File: src/rtl/fwd_if.sv
// EX-stage decode fields into the forwarding scoreboard, and the bypass/stall results back out.
interface fwd_if #(
    parameter int NUM_SRC = 2,
    parameter int LAT_W   = 2,
    parameter int CNT_W   = 32,
    parameter int SEL_W   = 2
);
    logic                     ex_valid;
    logic [NUM_SRC*5-1:0]     ex_rs;
    logic [NUM_SRC-1:0]       ex_rs_used;
    logic [4:0]               ex_rd;
    logic                     ex_reg_write;
    logic [LAT_W-1:0]         ex_lat;
    logic                     flush;
    logic [NUM_SRC*SEL_W-1:0] fwd_sel;
    logic                     stall;
    logic [CNT_W-1:0]         stall_cycles;
    logic                     lat_err;

    modport master (
        output ex_valid, ex_rs, ex_rs_used, ex_rd, ex_reg_write, ex_lat, flush,
        input  fwd_sel, stall, stall_cycles, lat_err
    );

    modport slave (
        input  ex_valid, ex_rs, ex_rs_used, ex_rd, ex_reg_write, ex_lat, flush,
        output fwd_sel, stall, stall_cycles, lat_err
    );
endinterface

File: src/rtl/fwd_scoreboard.sv
// Tracks in-flight register writes across the post-EX stages and produces per-source
// bypass selects plus a latency stall for producers whose result is not yet available.
module fwd_scoreboard #(
    parameter int NUM_STAGES = 3,
    parameter int NUM_SRC    = 2,
    parameter int LAT_W      = 2,
    parameter int CNT_W      = 32
) (
    input  logic  clk,
    input  logic  rst,
    fwd_if.slave  bus
);
    localparam int SEL_W   = $clog2(NUM_STAGES + 1);
    localparam int LAT_MAX = NUM_STAGES - 1;

    logic [NUM_STAGES-1:0] v_q, v_d;
    logic [4:0]            rd_q  [NUM_STAGES];
    logic [4:0]            rd_d  [NUM_STAGES];
    logic [LAT_W-1:0]      cnt_q [NUM_STAGES];
    logic [LAT_W-1:0]      cnt_d [NUM_STAGES];
    logic [CNT_W-1:0]      stall_cycles_q, stall_cycles_d;
    logic                  lat_err_q, lat_err_d;

    logic [NUM_SRC*SEL_W-1:0] fwd_sel;
    logic [NUM_SRC-1:0]       hit;
    logic                     raw_stall;
    logic                     stall;
    logic                     capture;
    logic                     lat_over;

    // Youngest matching entry wins, even if an older one is already ready.
    always_comb begin
        fwd_sel   = '0;
        hit       = '0;
        raw_stall = 1'b0;
        for (int s = 0; s < NUM_SRC; s++) begin
            if (bus.ex_valid && bus.ex_rs_used[s] && (bus.ex_rs[5*s +: 5] != 5'd0)) begin
                for (int k = 0; k < NUM_STAGES; k++) begin
                    if (!hit[s] && v_q[k] && (rd_q[k] == bus.ex_rs[5*s +: 5])) begin
                        hit[s]                    = 1'b1;
                        fwd_sel[s*SEL_W +: SEL_W] = SEL_W'(k + 1);
                        if (cnt_q[k] != '0) begin
                            raw_stall = 1'b1;
                        end
                    end
                end
            end
        end
    end

    assign stall    = raw_stall && !bus.flush;
    assign capture  = bus.ex_valid && !stall && !bus.flush;
    assign lat_over = int'(bus.ex_lat) > LAT_MAX;

    always_comb begin
        v_d[0]   = capture && bus.ex_reg_write && (bus.ex_rd != 5'd0);
        rd_d[0]  = bus.ex_rd;
        cnt_d[0] = lat_over ? LAT_W'(LAT_MAX) : bus.ex_lat;
        for (int k = 1; k < NUM_STAGES; k++) begin
            v_d[k]   = v_q[k-1];
            rd_d[k]  = rd_q[k-1];
            cnt_d[k] = (cnt_q[k-1] == '0) ? '0 : cnt_q[k-1] - LAT_W'(1);
        end
        lat_err_d      = lat_err_q || (capture && lat_over);
        stall_cycles_d = stall_cycles_q;
        if (stall && (stall_cycles_q != '1)) begin
            stall_cycles_d = stall_cycles_q + CNT_W'(1);
        end
    end

    always_ff @(posedge clk or posedge rst) begin
        if (rst) begin
            v_q            <= '0;
            stall_cycles_q <= '0;
            lat_err_q      <= 1'b0;
            for (int k = 0; k < NUM_STAGES; k++) begin
                rd_q[k]  <= '0;
                cnt_q[k] <= '0;
            end
        end else begin
            v_q            <= v_d;
            stall_cycles_q <= stall_cycles_d;
            lat_err_q      <= lat_err_d;
            for (int k = 0; k < NUM_STAGES; k++) begin
                rd_q[k]  <= rd_d[k];
                cnt_q[k] <= cnt_d[k];
            end
        end
    end

    assign bus.fwd_sel      = fwd_sel;
    assign bus.stall        = stall;
    assign bus.stall_cycles = stall_cycles_q;
    assign bus.lat_err      = lat_err_q;
endmodule

File: src/flat_wrapper.sv
// flat-port wrapper written by rule: the top's interface ports become plain ports
module fwd_scoreboard_flat 
#(
    parameter int NUM_STAGES = 3,
    parameter int NUM_SRC    = 2,
    parameter int LAT_W      = 2,
    parameter int CNT_W      = 32
)
  (clk, rst, bus_ex_valid, bus_ex_rs, bus_ex_rs_used, bus_ex_rd, bus_ex_reg_write, bus_ex_lat, bus_flush, bus_fwd_sel, bus_stall, bus_stall_cycles, bus_lat_err);
  fwd_if #(.NUM_SRC(NUM_SRC), .LAT_W(LAT_W), .CNT_W(CNT_W), .SEL_W((2))) bus_i ();
  input  logic clk;
  input  logic rst;
  input wire logic [$bits(bus_i.ex_valid)-1:0] bus_ex_valid;
  input wire logic [$bits(bus_i.ex_rs)-1:0] bus_ex_rs;
  input wire logic [$bits(bus_i.ex_rs_used)-1:0] bus_ex_rs_used;
  input wire logic [$bits(bus_i.ex_rd)-1:0] bus_ex_rd;
  input wire logic [$bits(bus_i.ex_reg_write)-1:0] bus_ex_reg_write;
  input wire logic [$bits(bus_i.ex_lat)-1:0] bus_ex_lat;
  input wire logic [$bits(bus_i.flush)-1:0] bus_flush;
  output wire logic [$bits(bus_i.fwd_sel)-1:0] bus_fwd_sel;
  output wire logic [$bits(bus_i.stall)-1:0] bus_stall;
  output wire logic [$bits(bus_i.stall_cycles)-1:0] bus_stall_cycles;
  output wire logic [$bits(bus_i.lat_err)-1:0] bus_lat_err;
  assign bus_i.ex_valid = bus_ex_valid;
  assign bus_i.ex_rs = bus_ex_rs;
  assign bus_i.ex_rs_used = bus_ex_rs_used;
  assign bus_i.ex_rd = bus_ex_rd;
  assign bus_i.ex_reg_write = bus_ex_reg_write;
  assign bus_i.ex_lat = bus_ex_lat;
  assign bus_i.flush = bus_flush;
  assign bus_fwd_sel = bus_i.fwd_sel;
  assign bus_stall = bus_i.stall;
  assign bus_stall_cycles = bus_i.stall_cycles;
  assign bus_lat_err = bus_i.lat_err;
  fwd_scoreboard #(.NUM_STAGES(NUM_STAGES), .NUM_SRC(NUM_SRC), .LAT_W(LAT_W), .CNT_W(CNT_W)) u_core (.clk(clk), .rst(rst), .bus(bus_i));
endmodule
File: config.mk
export PLATFORM = sky130hd
export DESIGN_NAME = fwd_scoreboard_flat
export DESIGN_NICKNAME = d
export VERILOG_FILES = /design/src/rtl/fwd_if.sv /design/src/rtl/fwd_scoreboard.sv /design/src/flat_wrapper.sv
export SDC_FILE = /design/constraint.sdc
export NUM_CORES = 1
export LEC_CHECK = 0
export CORE_MARGIN = 8
export CORE_UTILIZATION = 40
export CTS_BUF_LIST = sky130_fd_sc_hd__clkbuf_4
export CTS_CLUSTER_DIAMETER = 50
export CTS_CLUSTER_SIZE = 8
export DETAILED_ROUTE_END_ITERATION = 16
export GPL_TIMING_DRIVEN = 0
export PLACE_DENSITY = 0.64
export SLEW_MARGIN = 20
export SYNTH_ARGS = -nofsm -noshare
export SYNTH_HDL_FRONTEND = slang
export SYNTH_SLANG_ARGS = --single-unit
File: constraint.sdc
create_clock -name clk -period 3.3 [get_ports clk]
set_input_delay 0.99 -clock clk [delete_from_list [all_inputs] [get_ports clk]]
set_output_delay 0.99 -clock clk [all_outputs]
set_load 0.1 [all_outputs]
==> results of run 1 <==
==> per-layer routing <==
| layer | track usage (%) | part of all wire (%) | up-vias |
|---|---|---|---|
| met5 | 0 | 0 | - |
| met4 | 6.99 | 1.6 | 0 |
| met3 | 4.21 | 5.9 | 11 |
| met2 | 27.3 | 49 | 60 |
| met1 | 19.1 | 43 | 1168 |
| li1 | - | - | 1125 |
==> synth_stat cells, drive strengths merged (2+ instances only) <==
| master | count |
|---|---|
| xor2 | 15 |
| xnor2 | 45 |
| a31oi | 2 |
| nor3 | 17 |
| nor4 | 2 |
| nor4b | 2 |
| nor2 | 12 |
| clkbuf | 3 |
| inv | 4 |
| and2 | 4 |
| and4 | 3 |
| nand2 | 23 |
| nand3 | 23 |
| buf | 4 |
| or4 | 2 |
| o211ai | 2 |
| dfrtp | 57 |
| nand4 | 11 |
| o21a | 2 |
| and3 | 11 |
| nor2b | 5 |
| a211oi | 3 |
==> sequential cells by signal, indices dropped and copies added (netlist names) <==
signal and flops:
u_core.bus.stall_cycles 32, u_core.rd_d 10, u_core.cnt_q 6, u_core.rd_q 5
u_core.v_q 3, u_core.bus.lat_err 1
==> what timing repair did <==
item                       in CTS  in global routing
buffers inserted               18                  6
resized for setup             124                 23
pin swaps                      23                 15
setup endpoints to repair       7                  5
==> worst max-delay path by stage <==
stage	start	endpoint
global placement	bus_ex_rs[6]	bus_stall
CTS	bus_ex_rs[3]	bus_stall
floorplan	bus_ex_rs[1]	bus_fwd_sel[1]
global route	bus_ex_rs[3]	bus_stall
finish	bus_ex_rs[3]	bus_stall
detailed placement	bus_ex_rs[6]	bus_stall
==> report_power, final <==
group	switching, mW	total (mW)	internal (mW)
Clock	0.265	0.565	0.300
Sequential	0.0201	0.734	0.714
Combinational	0.0998	0.188	0.0880
==> layout make-up <==
cell class | count | share of cell area, %
multi-input cells | 200 | 38.9
flip-flops and latches | 57 | 33.0
repair buffers | 83 | 20.4
well taps | 99 | 2.86
clock inverters | 7 | 1.97
clock buffers | 9 | 1.56
plain buffers | 6 | 0.897
inverters | 4 | 0.405
==> critical path: stages <==
cell and delay, ns:
buf_8 0.10, buf_12 0.12, xor2_1 0.21, nor4_4 0.29
a221oi_4 0.12, o32ai_4 0.35, clkbuf_16 0.27
==> through the flow <==
| stage | power [mW] | setup TNS (ns) | utilization [%] |
|---|---|---|---|
| 2_1_floorplan | 0.825 | -0.520 | - |
| 3_3_place_gp | 0.885 | -25.99 | 51.9 |
| 3_5_place_dp | 0.891 | -16.23 | 52.2 |
| 4_1_cts | 1.49 | -0.310 | 58.8 |
| 5_1_grt | 1.55 | -0.536 | 60.6 |
| 6_report | 1.49 | -0.330 | 60.6 |
==> cell families (layout without fill, tap and decap cells) <==
logic type / after synthesis / count (layout) / share of synthesized area (%)
buffers and inverters: 11 / 109 / 2.03
adders and majority gates: 1 / 1 / 0.433
and+or+nand+nor: 120 / 120 / 23.5
AOI/OAI and AO/OA: 18 / 18 / 5.97
DFF: 57 / 57 / 49.3
xor gates and xnor gates: 60 / 60 / 18.2
muxes: 1 / 1 / 0.519
==> results.toml, run 1 <==
[yosys]
synth-main-ff-cell = "dfrtp_1"
syn-num-nets = 293
mappedNetlistArea_um2 = 2890
yosys_warnings = 0
yosys.area.top_type = "dfrtp_1"
synth.yosys.seq_area_share_pct = 49.3
async_flop_share_pct = 100
ys_top_cells_by_area = "dfrtp_1, xnor2_1, xor2_1"
ys_ff_latch = 57
yosysTopAreaCellShare_pct = 49.3
synth.distinct_cells = 46
synth_cells = 268
syn_avg_cell_area_um2 = 10.8
synth_edf_count = 0

[clocking]
htreeDepth = 3
cts.path.max_buffers = 2
cts-root-buf = "clkbuf_4"
holdBufCountCts = 0
clk_latency_ns = 0.39
cts.sinks = 57
cts_tree = "done"
clk_pin_slew_ns = 0.10
cts_buffers = 9

[die]
coreArea_um2 = 7140
die_x_um = 101
die_h_um = 101
start_util_pct = 40.5
row_count = 31
io_pins = 62
dieArea_um2 = 10200

[status]
failed_checks = "setup timing"
status = "finished with violations"

[timing]
rsz0062_at_grt = "yes"
worst_slew_pin_slew_ns = 0.982
worst_slack_ns = -0.145
setup_violations = 4
relSlewSlack_pct = 34.3
finalCritPeriodShare_pct = 104
hold_viol = 0
holdWs_ns = 0.450
slew_viol_final = 0
skew_ns = 0.0114
clock.fmax_ghz = 0.290
fin_crit_ns = 3.45

[global_routing]
grt_pass1_wl_mm = 12.9
grt.overflow.total = 0
gr-usage-all-layers_pct = 16.2
grt_max_degree = 37
grt_pass1_vias = 2633
antenna_found_initial = 0

[worst_hold_path]
holdPathStages = 0
hold_class = "reg -> reg"
min_from = "u_core.rd_d[8]"
hold-path-endpoint = "u_core.rd_d[3]"

[worst_setup_path]
cp.required_ns = 2.31
r2r_cells = 9
worst_ep_arrival_time_ns = 2.46
worstPathMaxFanout = 3
cp-start-kind = "input pin"
reg2reg_to = "u_core.bus.stall_cycles[1]"
worstReg2RegStart = "u_core.v_q[2]"
crit_type = "in -> out"
end_kind = "output port"
reg2reg_slack_ns = 0.73

[finish]
final_area_um2 = 4320
syn_to_final_growth_pct = 49.5
layout-drive-gt1-share_pct = 26.8
nets = 386
final_cell_mix = "dfrtp_1, clkdlybuf4s50_1, xnor2_1"
n_fill_cell = 621
n_antenna_cell = 0
final_common_cell = "dfrtp_1"
finalNonFillerCells = 465
multiInputGateArea_um2 = 1680
final-seq-area_um2 = 1430

[routing]
drcViolationCount = 0
final_antenna_net_count = 0
routedWlPerCell_um = 16.3
firstDrtPassIters = 4
drt_iter0_markers = 86
totalWireLength_mm = 7.59
via_per_inst = 5.08
vias = 2364

[power_and_ir_drop]
vdd_ir_drop_max_mv = 0.181
power_per_cell_area_nw_per_um2 = 344
p_leak_nw = 1.73

[place]
gp_congestion = 0.818
dp_cells = 429
dp_slack_ns = -1.89
dpl_cell_area_um2 = 3720
numPortBuffers = 61
place_hpwl_mm = 5.33

[run]
drv_cap = 0
No activity file was read; power rests on OpenSTA's default activity.
==> run 2: changes to the inputs <==
--- a/config.mk
+++ b/config.mk
@@ -5,6 +5,7 @@
 export SDC_FILE = /design/constraint.sdc
 export NUM_CORES = 1
 export LEC_CHECK = 0
+export CAP_MARGIN = 15
 export CORE_MARGIN = 8
 export CORE_UTILIZATION = 40
 export CTS_BUF_LIST = sky130_fd_sc_hd__clkbuf_4
==> results of run 2 <==
Same layout as run 1: the final DEF is identical, and so are final timing and power.
